[config.mk]
export PLATFORM = sky130hd
export DESIGN_NAME = uart_host
export DESIGN_NICKNAME = d
export VERILOG_FILES = /design/src/rtl/uart_host.sv
export SDC_FILE = /design/constraint.sdc
export NUM_CORES = 1
export LEC_CHECK = 0
export BUFFER_PORTS_ARGS = -buffer_cell sky130_fd_sc_hd__buf_4
export CAP_MARGIN = 15
export CORE_ASPECT_RATIO = 0.5
export CORE_MARGIN = 5
export CORE_UTILIZATION = 55
export CTS_CLUSTER_DIAMETER = 100
export CTS_CLUSTER_SIZE = 12
export DETAILED_ROUTE_END_ITERATION = 8
export GPL_TIMING_DRIVEN = 0
export PLACE_DENSITY = 0.77
export RECOVER_POWER = 100
export SYNTH_ARGS = -nofsm -noshare
export SYNTH_HDL_FRONTEND = slang
export SYNTH_SLANG_ARGS = --single-unit
[constraint.sdc]
create_clock -name clk -period 2.5 [get_ports clk]
set_input_delay 0.5 -clock clk [delete_from_list [all_inputs] [get_ports clk]]
set_output_delay 0.5 -clock clk [all_outputs]
set_load 0.1 [all_outputs]
[src/rtl/uart_host.sv]
// uart_host: host-side endpoint of the processor serial link.
//
// Takes INP_WIDTH-bit AXI-Stream words, splits them into bytes (LSB byte first) and sends each
// byte as an 8N1 UART frame on txd. Receives 8N1 frames on rxd, assembles OUT_WIDTH-bit words
// (first byte received lands in bits [7:0]) and presents them on an AXI-Stream master.
//
// Ports:
//   clk, arstn        clock; asynchronous active-low reset
//   s_axis_t*         word-to-transmit slave (tready high only while the transmitter is idle)
//   m_axis_t*         received-word master (held stable until accepted)
//   rxd / txd         UART serial in / out, both idle high
//   prescale          bit time = 8*prescale clk cycles (0 behaves as 1); latched at each start bit
//   tx_busy / rx_busy transmitter mid-word / receiver mid-byte
//   rx_error          sticky: frame error, overrun or partial-word timeout; cleared by reset only
//
// Build option:
//   UART_HOST_RX_TIMEOUT_EN  when defined, a partial receive word is discarded (and rx_error set)
//                            if 32 bit times pass after an accepted byte without a new start bit.

module uart_host #(
    parameter int unsigned INP_WIDTH = 16,
    parameter int unsigned OUT_WIDTH = 24
) (
    input  logic                 clk,
    input  logic                 arstn,
    input  logic [INP_WIDTH-1:0] s_axis_tdata,
    input  logic                 s_axis_tvalid,
    output logic                 s_axis_tready,
    output logic [OUT_WIDTH-1:0] m_axis_tdata,
    output logic                 m_axis_tvalid,
    input  logic                 m_axis_tready,
    input  logic                 rxd,
    output logic                 txd,
    input  logic [15:0]          prescale,
    output logic                 tx_busy,
    output logic                 rx_busy,
    output logic                 rx_error
);

    localparam int unsigned NB_TX = INP_WIDTH / 8;
    localparam int unsigned NB_RX = OUT_WIDTH / 8;
    localparam int unsigned TXIW  = (NB_TX > 1) ? $clog2(NB_TX) : 1;
    localparam int unsigned RXIW  = (NB_RX > 1) ? $clog2(NB_RX) : 1;

    if ((INP_WIDTH % 8) != 0 || INP_WIDTH == 0) begin : g_bad_inp_width
        $error("uart_host: INP_WIDTH must be a non-zero multiple of 8");
    end
    if ((OUT_WIDTH % 8) != 0 || OUT_WIDTH == 0) begin : g_bad_out_width
        $error("uart_host: OUT_WIDTH must be a non-zero multiple of 8");
    end

    localparam logic [1:0] ST_IDLE  = 2'd0;
    localparam logic [1:0] ST_START = 2'd1;
    localparam logic [1:0] ST_DATA  = 2'd2;
    localparam logic [1:0] ST_STOP  = 2'd3;

    logic [15:0] ps_eff;
    logic [18:0] half_m1;

    assign ps_eff  = (prescale == 16'd0) ? 16'd1 : prescale;
    assign half_m1 = {1'b0, ps_eff, 2'b00} - 19'd1;

    // ------------------------------------------------------------------------------------------
    // Transmitter
    // ------------------------------------------------------------------------------------------
    logic [1:0]           tx_state;
    logic [INP_WIDTH-1:0] tx_data;   // shifts right one bit per data bit; next byte ends up low
    logic [TXIW-1:0]      tx_byte;
    logic [2:0]           tx_bit;
    logic [15:0]          tx_ps;
    logic [18:0]          tx_cnt;
    logic [18:0]          tx_bit_m1;

    assign tx_bit_m1 = {tx_ps, 3'b000} - 19'd1;

    always_ff @(posedge clk or negedge arstn) begin
        if (!arstn) begin
            tx_state <= ST_IDLE;
            tx_data  <= '0;
            tx_byte  <= '0;
            tx_bit   <= 3'd0;
            tx_ps    <= 16'd1;
            tx_cnt   <= 19'd0;
        end else begin
            case (tx_state)
                ST_IDLE: begin
                    if (s_axis_tvalid) begin
                        tx_data  <= s_axis_tdata;
                        tx_byte  <= '0;
                        tx_ps    <= ps_eff;
                        tx_cnt   <= {ps_eff, 3'b000} - 19'd1;
                        tx_state <= ST_START;
                    end
                end
                ST_START: begin
                    if (tx_cnt == 19'd0) begin
                        tx_cnt   <= tx_bit_m1;
                        tx_bit   <= 3'd0;
                        tx_state <= ST_DATA;
                    end else begin
                        tx_cnt <= tx_cnt - 19'd1;
                    end
                end
                ST_DATA: begin
                    if (tx_cnt == 19'd0) begin
                        tx_cnt  <= tx_bit_m1;
                        tx_data <= tx_data >> 1;
                        if (tx_bit == 3'd7) begin
                            tx_state <= ST_STOP;
                        end else begin
                            tx_bit <= tx_bit + 3'd1;
                        end
                    end else begin
                        tx_cnt <= tx_cnt - 19'd1;
                    end
                end
                ST_STOP: begin
                    if (tx_cnt == 19'd0) begin
                        if (tx_byte != TXIW'(NB_TX - 1)) begin
                            // Next byte follows immediately; prescale re-sampled per start bit.
                            tx_byte  <= tx_byte + TXIW'(1);
                            tx_ps    <= ps_eff;
                            tx_cnt   <= {ps_eff, 3'b000} - 19'd1;
                            tx_state <= ST_START;
                        end else begin
                            tx_state <= ST_IDLE;
                        end
                    end else begin
                        tx_cnt <= tx_cnt - 19'd1;
                    end
                end
                default: tx_state <= ST_IDLE;
            endcase
        end
    end

    // Decoded straight from state so reset forces the line high without waiting for a clock.
    always_comb begin
        txd = 1'b1;
        if (tx_state == ST_START) begin
            txd = 1'b0;
        end else if (tx_state == ST_DATA) begin
            txd = tx_data[0];
        end
    end

    assign s_axis_tready = (tx_state == ST_IDLE);
    assign tx_busy       = (tx_state != ST_IDLE);

    // ------------------------------------------------------------------------------------------
    // Receiver
    // ------------------------------------------------------------------------------------------
    logic [1:0]           rx_sync;
    logic                 rxd_s;
    logic                 rxd_prev;
    logic                 rx_fall;
    logic [1:0]           rx_state;
    logic [15:0]          rx_ps;
    logic [18:0]          rx_cnt;
    logic [18:0]          rx_bit_m1;
    logic [2:0]           rx_bit;
    logic [7:0]           rx_shift;
    logic [RXIW-1:0]      rx_idx;
    logic [OUT_WIDTH-1:0] rx_asm;
    logic [OUT_WIDTH-1:0] asm_next;
    logic [OUT_WIDTH-1:0] m_tdata_q;
    logic                 m_tvalid_q;
    logic                 rx_error_q;

`ifdef UART_HOST_RX_TIMEOUT_EN
    logic        to_run;
    logic [23:0] to_cnt;
    logic [23:0] to_lim_m1;

    assign to_lim_m1 = {rx_ps, 8'h00} - 24'd1;
`endif

    assign rxd_s     = rx_sync[1];
    assign rx_fall   = rxd_prev & ~rxd_s;
    assign rx_bit_m1 = {rx_ps, 3'b000} - 19'd1;

    always_ff @(posedge clk or negedge arstn) begin
        if (!arstn) begin
            rx_sync  <= 2'b11;
            rxd_prev <= 1'b1;
        end else begin
            rx_sync  <= {rx_sync[0], rxd};
            rxd_prev <= rxd_s;
        end
    end

    // Assembly register with the just-received byte dropped into slot rx_idx.
    always_comb begin
        asm_next = rx_asm;
        for (int i = 0; i < int'(NB_RX); i++) begin
            if (rx_idx == RXIW'(i)) begin
                asm_next[i*8 +: 8] = rx_shift;
            end
        end
    end

    always_ff @(posedge clk or negedge arstn) begin
        if (!arstn) begin
            rx_state   <= ST_IDLE;
            rx_ps      <= 16'd1;
            rx_cnt     <= 19'd0;
            rx_bit     <= 3'd0;
            rx_shift   <= 8'd0;
            rx_idx     <= '0;
            rx_asm     <= '0;
            m_tdata_q  <= '0;
            m_tvalid_q <= 1'b0;
            rx_error_q <= 1'b0;
`ifdef UART_HOST_RX_TIMEOUT_EN
            to_run     <= 1'b0;
            to_cnt     <= 24'd0;
`endif
        end else begin
            // Consumer handshake; a word loading this same cycle overrides below.
            if (m_tvalid_q && m_axis_tready) begin
                m_tvalid_q <= 1'b0;
            end
`ifdef UART_HOST_RX_TIMEOUT_EN
            if (to_run) begin
                if (to_cnt == to_lim_m1) begin
                    to_run     <= 1'b0;
                    rx_idx     <= '0;
                    rx_error_q <= 1'b1;
                end else begin
                    to_cnt <= to_cnt + 24'd1;
                end
            end
`endif
            case (rx_state)
                ST_IDLE: begin
                    if (rx_fall) begin
                        rx_ps    <= ps_eff;
                        rx_cnt   <= half_m1;
                        rx_state <= ST_START;
`ifdef UART_HOST_RX_TIMEOUT_EN
                        to_run   <= 1'b0;
`endif
                    end
                end
                ST_START: begin
                    if (rx_cnt == 19'd0) begin
                        if (rxd_s) begin
                            rx_state <= ST_IDLE;   // glitch shorter than half a bit
`ifdef UART_HOST_RX_TIMEOUT_EN
                            to_run   <= (rx_idx != '0);
                            to_cnt   <= 24'd0;
`endif
                        end else begin
                            rx_cnt   <= rx_bit_m1;
                            rx_bit   <= 3'd0;
                            rx_state <= ST_DATA;
                        end
                    end else begin
                        rx_cnt <= rx_cnt - 19'd1;
                    end
                end
                ST_DATA: begin
                    if (rx_cnt == 19'd0) begin
                        rx_shift <= {rxd_s, rx_shift[7:1]};
                        rx_cnt   <= rx_bit_m1;
                        if (rx_bit == 3'd7) begin
                            rx_state <= ST_STOP;
                        end else begin
                            rx_bit <= rx_bit + 3'd1;
                        end
                    end else begin
                        rx_cnt <= rx_cnt - 19'd1;
                    end
                end
                ST_STOP: begin
                    if (rx_cnt == 19'd0) begin
                        rx_state <= ST_IDLE;
                        if (rxd_s) begin
                            if (rx_idx == RXIW'(NB_RX - 1)) begin
                                rx_idx <= '0;
                                if (!m_tvalid_q || m_axis_tready) begin
                                    m_tdata_q  <= asm_next;
                                    m_tvalid_q <= 1'b1;
                                end else begin
                                    rx_error_q <= 1'b1;   // overrun: held word wins
                                end
                            end else begin
                                rx_asm <= asm_next;
                                rx_idx <= rx_idx + RXIW'(1);
`ifdef UART_HOST_RX_TIMEOUT_EN
                                to_run <= 1'b1;
                                to_cnt <= 24'd0;
`endif
                            end
                        end else begin
                            rx_idx     <= '0;
                            rx_error_q <= 1'b1;
                        end
                    end else begin
                        rx_cnt <= rx_cnt - 19'd1;
                    end
                end
                default: rx_state <= ST_IDLE;
            endcase
        end
    end

    assign m_axis_tdata  = m_tdata_q;
    assign m_axis_tvalid = m_tvalid_q;
    assign rx_busy       = (rx_state != ST_IDLE);
    assign rx_error      = rx_error_q;

endmodule

# After elaboration in Yosys (flattened, before gate mapping)
# Cells that the tools add are included.
dict set report word_totals {
  ff_bits 160
  output_inout_bits 30
  ram_bits 0
  romBits 0
  wordCells 153
  n_memories 0
  latchBits 0
}
dict set report classes {
  bitwise_logic 3
  shifts 0
  magnitude_cmp 0
  eq_ne 29
  reduce_logical 31
  n_mux 62
  n_div 0
  multipliers 0
  addsub 10
}
# op n
set op_table {}
lappend op_table {{$mux 19} 9}
lappend op_table {{$mux 16} 6}
lappend op_table {{$sub 19x1->19 const B} 5}
lappend op_table {{$pmux 19 s4} 1}
lappend op_table {{$pmux 16 s2} 2}
lappend op_table {{$pmux 19 s3} 1}
lappend op_table {{$logic_not 19->1} 2}
lappend op_table {{$ne 2x2->1 const B} 16}
lappend op_table {{$mux 2} 13}
lappend op_table {{$mux 8} 3}
lappend op_table {{$mux 3} 7}
lappend op_table {{$reduce_and 5->1} 4}
lappend op_table {{$sub 18x1->19 const B} 1}
lappend op_table {{$logic_not 16->1} 1}
lappend op_table {{$pmux 2 s4} 2}
lappend op_table {{$reduce_and 4->1} 4}
lappend op_table {{$mux 1} 15}
lappend op_table {{$pmux 3 s2} 2}
lappend op_table {{$reduce_bool 2->1} 6}
lappend op_table {{$eq 2x2->1 const B} 5}
lappend op_table {{$reduce_and 3->1} 3}
lappend op_table {{$reduce_and 2->1} 4}
lappend op_table {{$add 3x1->3 const B} 2}
lappend op_table {{$eq 2x1->1 const B} 3}
lappend op_table {{13 further kinds} 18}

# Logic depth before layout (Yosys ltp)
# Gate-level depths: netlist (run 1).
dict set report logic_depth {
  word_depth 7
  mapped_depth 11
}

# Least setup slack after synthesis (run 1)
# Ideal clock, no wire load.
dict set report synth_timing {
  path_type {in2reg}
  from {in prescale[2]}
  to {reg rx_cnt[14]}
  arrival_time_ps 2981
  slack_ps -609
  path_stages 11
  path_cell_list {clkbuf_1 or4_1 nor4_1 a21oi_1 ha_1 nor3b_1 nand2_1 nor2_1 xnor2_1 nor3_1 a2111o_1}
}
dict set report synth_between {
  elab_chain_len 5
}
# item line_no
set synth_rtl {}
lappend synth_rtl {{start, declared} 34} ;# input logic [15:0] prescale,
lappend synth_rtl {{$logic_not 16->1} 60} ;# assign ps_eff = (prescale == 16'd0) ? 16'd1 : prescale;
lappend synth_rtl {{$mux 16 *} 60}
lappend synth_rtl {{$sub 18x1->19 *} 61} ;# assign half_m1 = {1'b0, ps_eff, 2'b00} - 19'd1;
lappend synth_rtl {{$mux 19 *} 236} ;# if (rx_fall) begin
lappend synth_rtl {{$pmux 19 s4 *} 234} ;# case (rx_state)
lappend synth_rtl {{end signal, assigned} 238} ;# rx_cnt <= half_m1;
lappend synth_rtl {{end signal, assigned} 254} ;# rx_cnt <= rx_bit_m1;
lappend synth_rtl {{end signal, assigned} 259} ;# rx_cnt <= rx_cnt - 19'd1;
lappend synth_rtl {{end, declared} 159} ;# logic [18:0] rx_cnt;
# Mark *: on every way between the ends. The rest lies on a longest branch, timed or not. The select of a mux whose other input is x is not followed.
# A chain may end at the register's enable or synchronous reset.

# Final worst setup path (run 1)
dict set report layout_timing {
  from {in prescale[2]}
  to {reg tx_cnt[17]}
}
dict set report layout_between {
  elab_chain_len 6
}
# item line_no
set layout_rtl {}
lappend layout_rtl {{$logic_not 16->1} 60}
lappend layout_rtl {{$mux 16 *} 60}
lappend layout_rtl {{$sub 19x1->19 *} {91, 123}}
lappend layout_rtl {{$mux 19} 119} ;# if (tx_byte != TXIW'(NB_TX - 1)) begin
lappend layout_rtl {{$mux 19} 118} ;# if (tx_cnt == 19'd0) begin
lappend layout_rtl {{$pmux 19 s3 *} 85} ;# case (tx_state)
lappend layout_rtl {{end signal, assigned} 91} ;# tx_cnt <= {ps_eff, 3'b000} - 19'd1;
lappend layout_rtl {{end signal, assigned} 97} ;# tx_cnt <= tx_bit_m1;
lappend layout_rtl {{end signal, assigned} 123} ;# tx_cnt <= {ps_eff, 3'b000} - 19'd1;
lappend layout_rtl {{end, declared} 71} ;# logic [18:0] tx_cnt;
# Marks and branches as above.

==> reports/metrics.csv, run 1 <==
metric,value,unit
outcome,"finished, violations left",
violations,"max-capacitance violations, max-slew violations, negative setup slack",
ys_types,70,
ys.flop_type,dfrtp_1,
finClkSkew,13.5,ps
crit_family,simple AND/OR/NAND/NOR gates,
r2r_cells,8,
seq_area,3820,um^2
reg2reg_from,rx_cnt[4]$_DFFE_PN0P_,
synth_compound_area_share,16.2,%
place_area,9710,um^2
setup_viol,23,
max-vdd-ir-drop,0.822,mV
maxCapViolCount,1,
grt_max_degree,88,
clk_pin_slew,70,ps
grtUsageTotal,27.8,%
fin_ws,-65.2,ps
hp-class,input pin to flip-flop,
rrSetupSlack,-50,ps
synth_mux_area_share,12.1,%
postRouteWirelength,26.6,mm
max_slew_margin,-14.4,%
rsz0062_at_grt,true,
post-dp-hpwl,17.3,mm
p_leak,0.00475,uW
drive_gt1_share,28.4,%
synth_edf_count,0,
syn_nets,962,
critPathRequiredTime,2780,ps
finalCritPeriodShare,103,%
fmax,390,MHz
rows,32,
cp_num_buf_inv,1,
drtIter0Drc,1007,
synthSimpleGateAreaFrac,17.6,%
clock_tree.buffer_depth,2,
synth_cells,906,
synth_fa_ha_area_share,2.69,%
design.core.area,15600,um^2
cts_hold_buf,0,
synth_top_family_by_area,simple AND/OR/NAND/NOR gates,
first_global_vias,7769,
path_cells,clkbuf_16 > or4_4 > nor4_4 > a21oi_4 > ha_4 > or4b_4 > nor4_4 > xnor2_2 > a21oi_1 > a211oi_1 > a211oi_1,
start_util,56.7,%
grt.overflow.total,0,
die_area,18800,um^2
routedWlPerCell,21.6,um
stdcell_area,11000,um^2
layout_min_cycle_time,2570,ps
clock-sinks,152,
areaGrowthSynthToFinish,25.1,%
vias_per_cell,6.48,
multiInputGateArea,5270,um^2
worst_slew_pin_slew,1720,ps
ant_nets,0,
synth-xor-area-share,4.96,%
cp-start-kind,input pin,
clock_latency,440,ps
antenna_cells,0,
end_kind,flip-flop,
yosysSeqAreaShare,43.2,%
crit_arrival,2840,ps
slew_viol_final,67,
boundaryPins,67,
cp_max_fo,6,
worst_path_max_delay_cell,or4_4,
via_count,7991,
dpl.cell_count,1174,
fillers,1124,
hold_viol_final,0,
syn_area,8830,um^2
hold_depth,1,
synth_warnings,0,
grt_pass1_wl,41.7,mm
cts_buffers,17,
cp-startpoint,prescale[2],
cts_tree,yes,
nNetsFinal,1074,
ys_seq_elements,152,
cts_root_buffer,clkbuf_16,
firstDrtPassIters,7,
worstReg2RegEnd,rx_cnt[8]$_DFFE_PN0P_,
htreeDepth,4,
die_w,189,um
crit_type,input pin to flip-flop,
async_flop_share,100,%
critPathMaxStageDelay,560,ps
cp-endpoint,tx_cnt[17]$_DFFE_PN0P_,
powerDensity,1190,nW/um^2
drc_errors,0,
final_cells,1234,
portBuffers,63,
worst-path-stages,11,
syn_area_per_cell,9.74,um^2
antenna_found_initial,0,
gp_congestion,0.958,
die_y,99.6,um
[layer usage]
layer | share of wire, % | GRT usage (%) | up-vias
met4 | 2.7 | 9.18 | 0
li1 | - | - | 3566
met3 | 8.8 | 7.08 | 75
met5 | 0 | 0 | -
met2 | 45 | 42.7 | 387
met1 | 43 | 38.8 | 3963
[cells in the final DEF, fill, tap and decap left out, drive strengths merged, types with 19 or more instances in the layout]
master and n:
nor4 30, xnor2 34, dfrtp 147, nor3 28, clkbuf 71, a21oi 79, ha 19, nand2 58
nor2 91, buf 85, mux2i 36, mux2 63, inv 34, o21ai 33
[synthesized netlist by cell type (6+ instances only)]
library cell,n,area (um^2)
a211oi_1,8,60.1
a21oi_1,78,390
a22o_1,11,96.3
a22oi_1,6,45.0
a31oi_1,12,75.1
buf_2,11,55.1
clkbuf_1,32,120
dfrtp_1,147,3680
ha_1,19,238
inv_1,25,93.8
mux2_2,63,709
mux2i_1,36,360
nand2_1,57,214
nand2b_1,9,56.3
nand3_1,14,70.1
nor2_1,90,338
nor3_1,27,135
nor4_1,26,163
o21ai_0,31,155
o221ai_1,6,52.6
o22a_1,7,61.3
o22ai_1,6,37.5
o31ai_1,12,90.1
or3_1,13,81.3
or4_1,17,128
xnor2_1,34,298
xor2_1,16,140
[registers in the layout, indices dropped and copies added, names as in the netlist, named ones only]
name           flops
m_axis_tdata      24
rx_cnt            19
tx_cnt            19
rx_asm            16
rx_ps             16
tx_data           16
tx_ps             16
rx_shift           8
rx_bit             3
tx_bit             3
rx_idx             2
rx_sync            2
tx_state           2
m_axis_tvalid      1
rx_error           1
rx_state           1
rxd_prev           1
tx_byte            1
[cell type report]
cell class	count	area share [%]
timing repair buffer	101	6.92
tap	204	2.31
buffer	38	2.53
inverter	25	0.850
clock buffer	17	3.85
multi-input combinational	683	47.7
sequential	152	34.6
clock inverter	14	1.26
[logic make-up (layout without fill, tap and decap cells)]
group,count (synthesis),after routing
and+or+nand+nor,295,295
AOI/OAI and AO/OA,220,220
DFF,152,152
muxes,99,99
buffers and inverters,71,195
xor gates and xnor gates,50,50
adders and majority gates,19,19
[how the worst min path moves through the flow]
stage                             end                 start  slack (ps)
4_1_cts        tx_data[6]$_DFFE_PN0P_                 arstn          80
3_3_place_gp     rx_sync[1]$_DFF_PN1_  rx_sync[0]$_DFF_PN1_         350
2_1_floorplan               async pin                 arstn         200
6_report         rx_sync[0]$_DFF_PN1_                   rxd         170
5_1_grt          rx_sync[0]$_DFF_PN1_                   rxd         170
3_5_place_dp     rx_sync[1]$_DFF_PN1_  rx_sync[0]$_DFF_PN1_         350
[what timing repair did]
item / in CTS / in global routing
pin swaps: 10 / 34
setup endpoints to repair: 131 / 129
gates resized for setup: 65 / 86
buffers inserted: 14 / 21
gates cloned: 1 / 2
[stage by stage]
step	util [%]	worst slack [ps]	power (uW)	TNS, ps	hold slack, ps
after CTS	68.6	-76.6	12500	-892	81.7
after global placement	62.2	-824	9440	-31070	346
after detailed placement	62.4	-844	9590	-32440	348
final	70.9	-65.2	13100	-551	171
after floorplan	-	-238	8100	-553	204
after global routing	70.9	-122	13900	-3330	166
[report_power, final]
group	leakage (uW)	total, uW	internal [uW]	switching, uW
registers	0.00192	4150	3230	914
clock network	0.000281	2570	1400	1170
logic	0.00256	6420	2660	3770
total	0.00475	13100	7290	5850
No activity file was read; power rests on OpenSTA's default activity.
==> inputs of run 2 (changes only) <==
--- a/config.mk
+++ b/config.mk
@@ -7,7 +7,7 @@
 export LEC_CHECK = 0
 export BUFFER_PORTS_ARGS = -buffer_cell sky130_fd_sc_hd__buf_4
 export CAP_MARGIN = 15
-export CORE_ASPECT_RATIO = 0.5
+export CORE_ASPECT_RATIO = 2
 export CORE_MARGIN = 5
 export CORE_UTILIZATION = 55
 export CTS_CLUSTER_DIAMETER = 100
==> run 2 against run 1 <==
  * Largest cell class unchanged
  * Sequential power about the same
  * First-iteration DRC count decreased by 43%
  * Clock power increased by 8.9%
  * Critical path depth decreased by 3
  * Critical path type is now flip-flop to flip-flop
  * The flow finishes with violations (negative setup slack)
  * Design area increased by 1.3%
  * Fmax decreased by 1.6%
==> reports/metrics.csv, run 2 (synthesized netlist as in run 1, its figures left out) <==
metric,value,unit
worst_slew_pin_slew,1480,ps
powerDensity,1210,nW/um^2
firstDrtPassIters,5,
grt_pass1_wl,42.9,mm
max-vdd-ir-drop,1.25,mV
clk_pin_slew,70,ps
power.share.clock,20.7,%
critPathRequiredTime,2820,ps
finalPower,13500,uW
grt_max_degree,97,
die_area,18800,um^2
boundaryPins,67,
cp-start-kind,flip-flop,
cts_root_buffer,clkbuf_16,
hold_viol_final,0,
clock_tree.buffer_depth,2,
crit_type,flip-flop to flip-flop,
outcome,"finished, violations left",
drive_gt1_share,30.0,%
htreeDepth,4,
cts_hold_buf,0,
rows,65,
seqPwrFrac,30.5,%
postRouteWirelength,27.5,mm
vias_per_cell,6.38,
power.internal,7620,uW
first_global_vias,8057,
swShare,43.6,%
end_kind,flip-flop,
hp-class,input pin to flip-flop,
largest_reg_flops,24,
via_count,7929,
die_y,189,um
timing.setup.tns,-1330,ps
finalCritPeriodShare,104,%
p_leak,0.00483,uW
violations,negative setup slack,
slew_viol_final,0,
post-dp-hpwl,19.0,mm
grtUsageTotal,29.4,%
antenna_found_initial,0,
nNetsFinal,1085,
cts_tree,yes,
cts_buffers,17,
crit_arrival,2920,ps
final_common_cell,dfrtp_1,
routedWlPerCell,22.2,um
final_cell_mix,"dfrtp_1, nor2_1, a21oi_1, buf_4, nand2_1",
portBuffers,63,
p_switching,5880,uW
layout_min_cycle_time,2610,ps
ant_nets,0,
die_w,99.6,um
max_slew_margin,1.27,%
start_util,55.9,%
areaGrowthSynthToFinish,26.7,%
grt.overflow.total,0,
clock-sinks,152,
gp_congestion,0.987,
maxCapViolCount,0,
drtIter0Drc,574,
cp_max_fo,9,
finClkSkew,11.0,ps
rsz0062_at_grt,true,
design.core.area,15800,um^2
fmax,384,MHz
clock_latency,430,ps
drc_errors,0,
fin_ws,-106,ps
combPwrFrac,48.8,%
antenna_cells,0,
setup_viol,26,
==> run 2: cell types whose count changed in the layout (fill, tap and decap cells not counted), moves of 5 or more <==
cell and change:
buf_6 +6, inv_6 -5, clkbuf_1 -5, clkbuf_2 +11, nor4_2 +5
==> run 2: what timing repair did <==
item	in CTS	in global routing
buffers inserted	21	23
endpoints found under the setup margin	133	111
pin swaps	15	29
cloned	1	2
gates resized for setup	63	86
==> run 2: worst max-delay path, stage by stage (launching register included) <==
cell,delay [ps]
dfrtp_1,400
or4_4,580
or2_2,320
buf_6,150
nor4_4,190
and3_1,220
buf_6,140
clkbuf_16,150
mux2_2,340
==> run 2: routing by layer <==
layer | vias up | global-route usage, % | part of all wire, %
met3 | 135 | 4.02 | 4.2
met5 | - | 0 | 0
li1 | 3593 | - | -
met2 | 309 | 53.2 | 54
met1 | 3892 | 31.1 | 34
met4 | 0 | 19.4 | 7.1
==> run 2: final timing paths <==
kind | slack [ps] | start | endpoint | cells past startpoint
setup / recovery | -110 | rx_cnt[11]$_DFFE_PN0P_ | m_axis_tdata[23]$_DFFE_PN0P_ | 8
hold / removal | 180 | rxd | rx_sync[0]$_DFF_PN1_ | 1
setup reg to reg | -110 | rx_cnt[11]$_DFFE_PN0P_ | m_axis_tdata[23]$_DFFE_PN0P_ | 8
hold reg to reg | 360 | rx_sync[0]$_DFF_PN1_ | rx_sync[1]$_DFF_PN1_ | 0
max in group asynchronous | 510 | arstn | tx_cnt[11]$_DFFE_PN0P_ | 2
min in group asynchronous | 410 | arstn | tx_bit[1]$_DFFE_PN0P_ | 1
==> run 2: power by group through the flow <==
stage	Clock [uW]	Combinational, uW	Sequential (uW)
2_1_floorplan	0	4260	3830
3_3_place_gp	0	5600	4060
3_5_place_dp	0	5660	4080
4_1_cts	2830	6040	4060
5_1_grt	2930	7120	4220
6_report	2800	6590	4120
==> run 2: metrics by stage <==
stage	cells	util, %	instance area [um^2]	setup slack (ps)	hold slack (ps)
global placement	1170	61.3	9680	-837	352
finish	1243	70.9	11200	-106	179
floorplan	906	-	8950	-238	204
detailed placement	1171	61.5	9710	-827	347
global route	1243	70.9	11200	-172	169
CTS	1220	68.2	10800	-88.9	54.9
==> run 2: area by class of cell <==
| cell class | instances | area, um^2 |
|---|---|---|
| plain buffers | 39 | 288 |
| well taps | 201 | 251 |
| clock buffers | 19 | 443 |
| repair buffers | 111 | 833 |
| flip-flops and latches | 152 | 3810 |
| inverters | 25 | 93.8 |
| fillers | 1230 | 4590 |
| multi-input cells | 683 | 5270 |
| clock inverters | 13 | 193 |
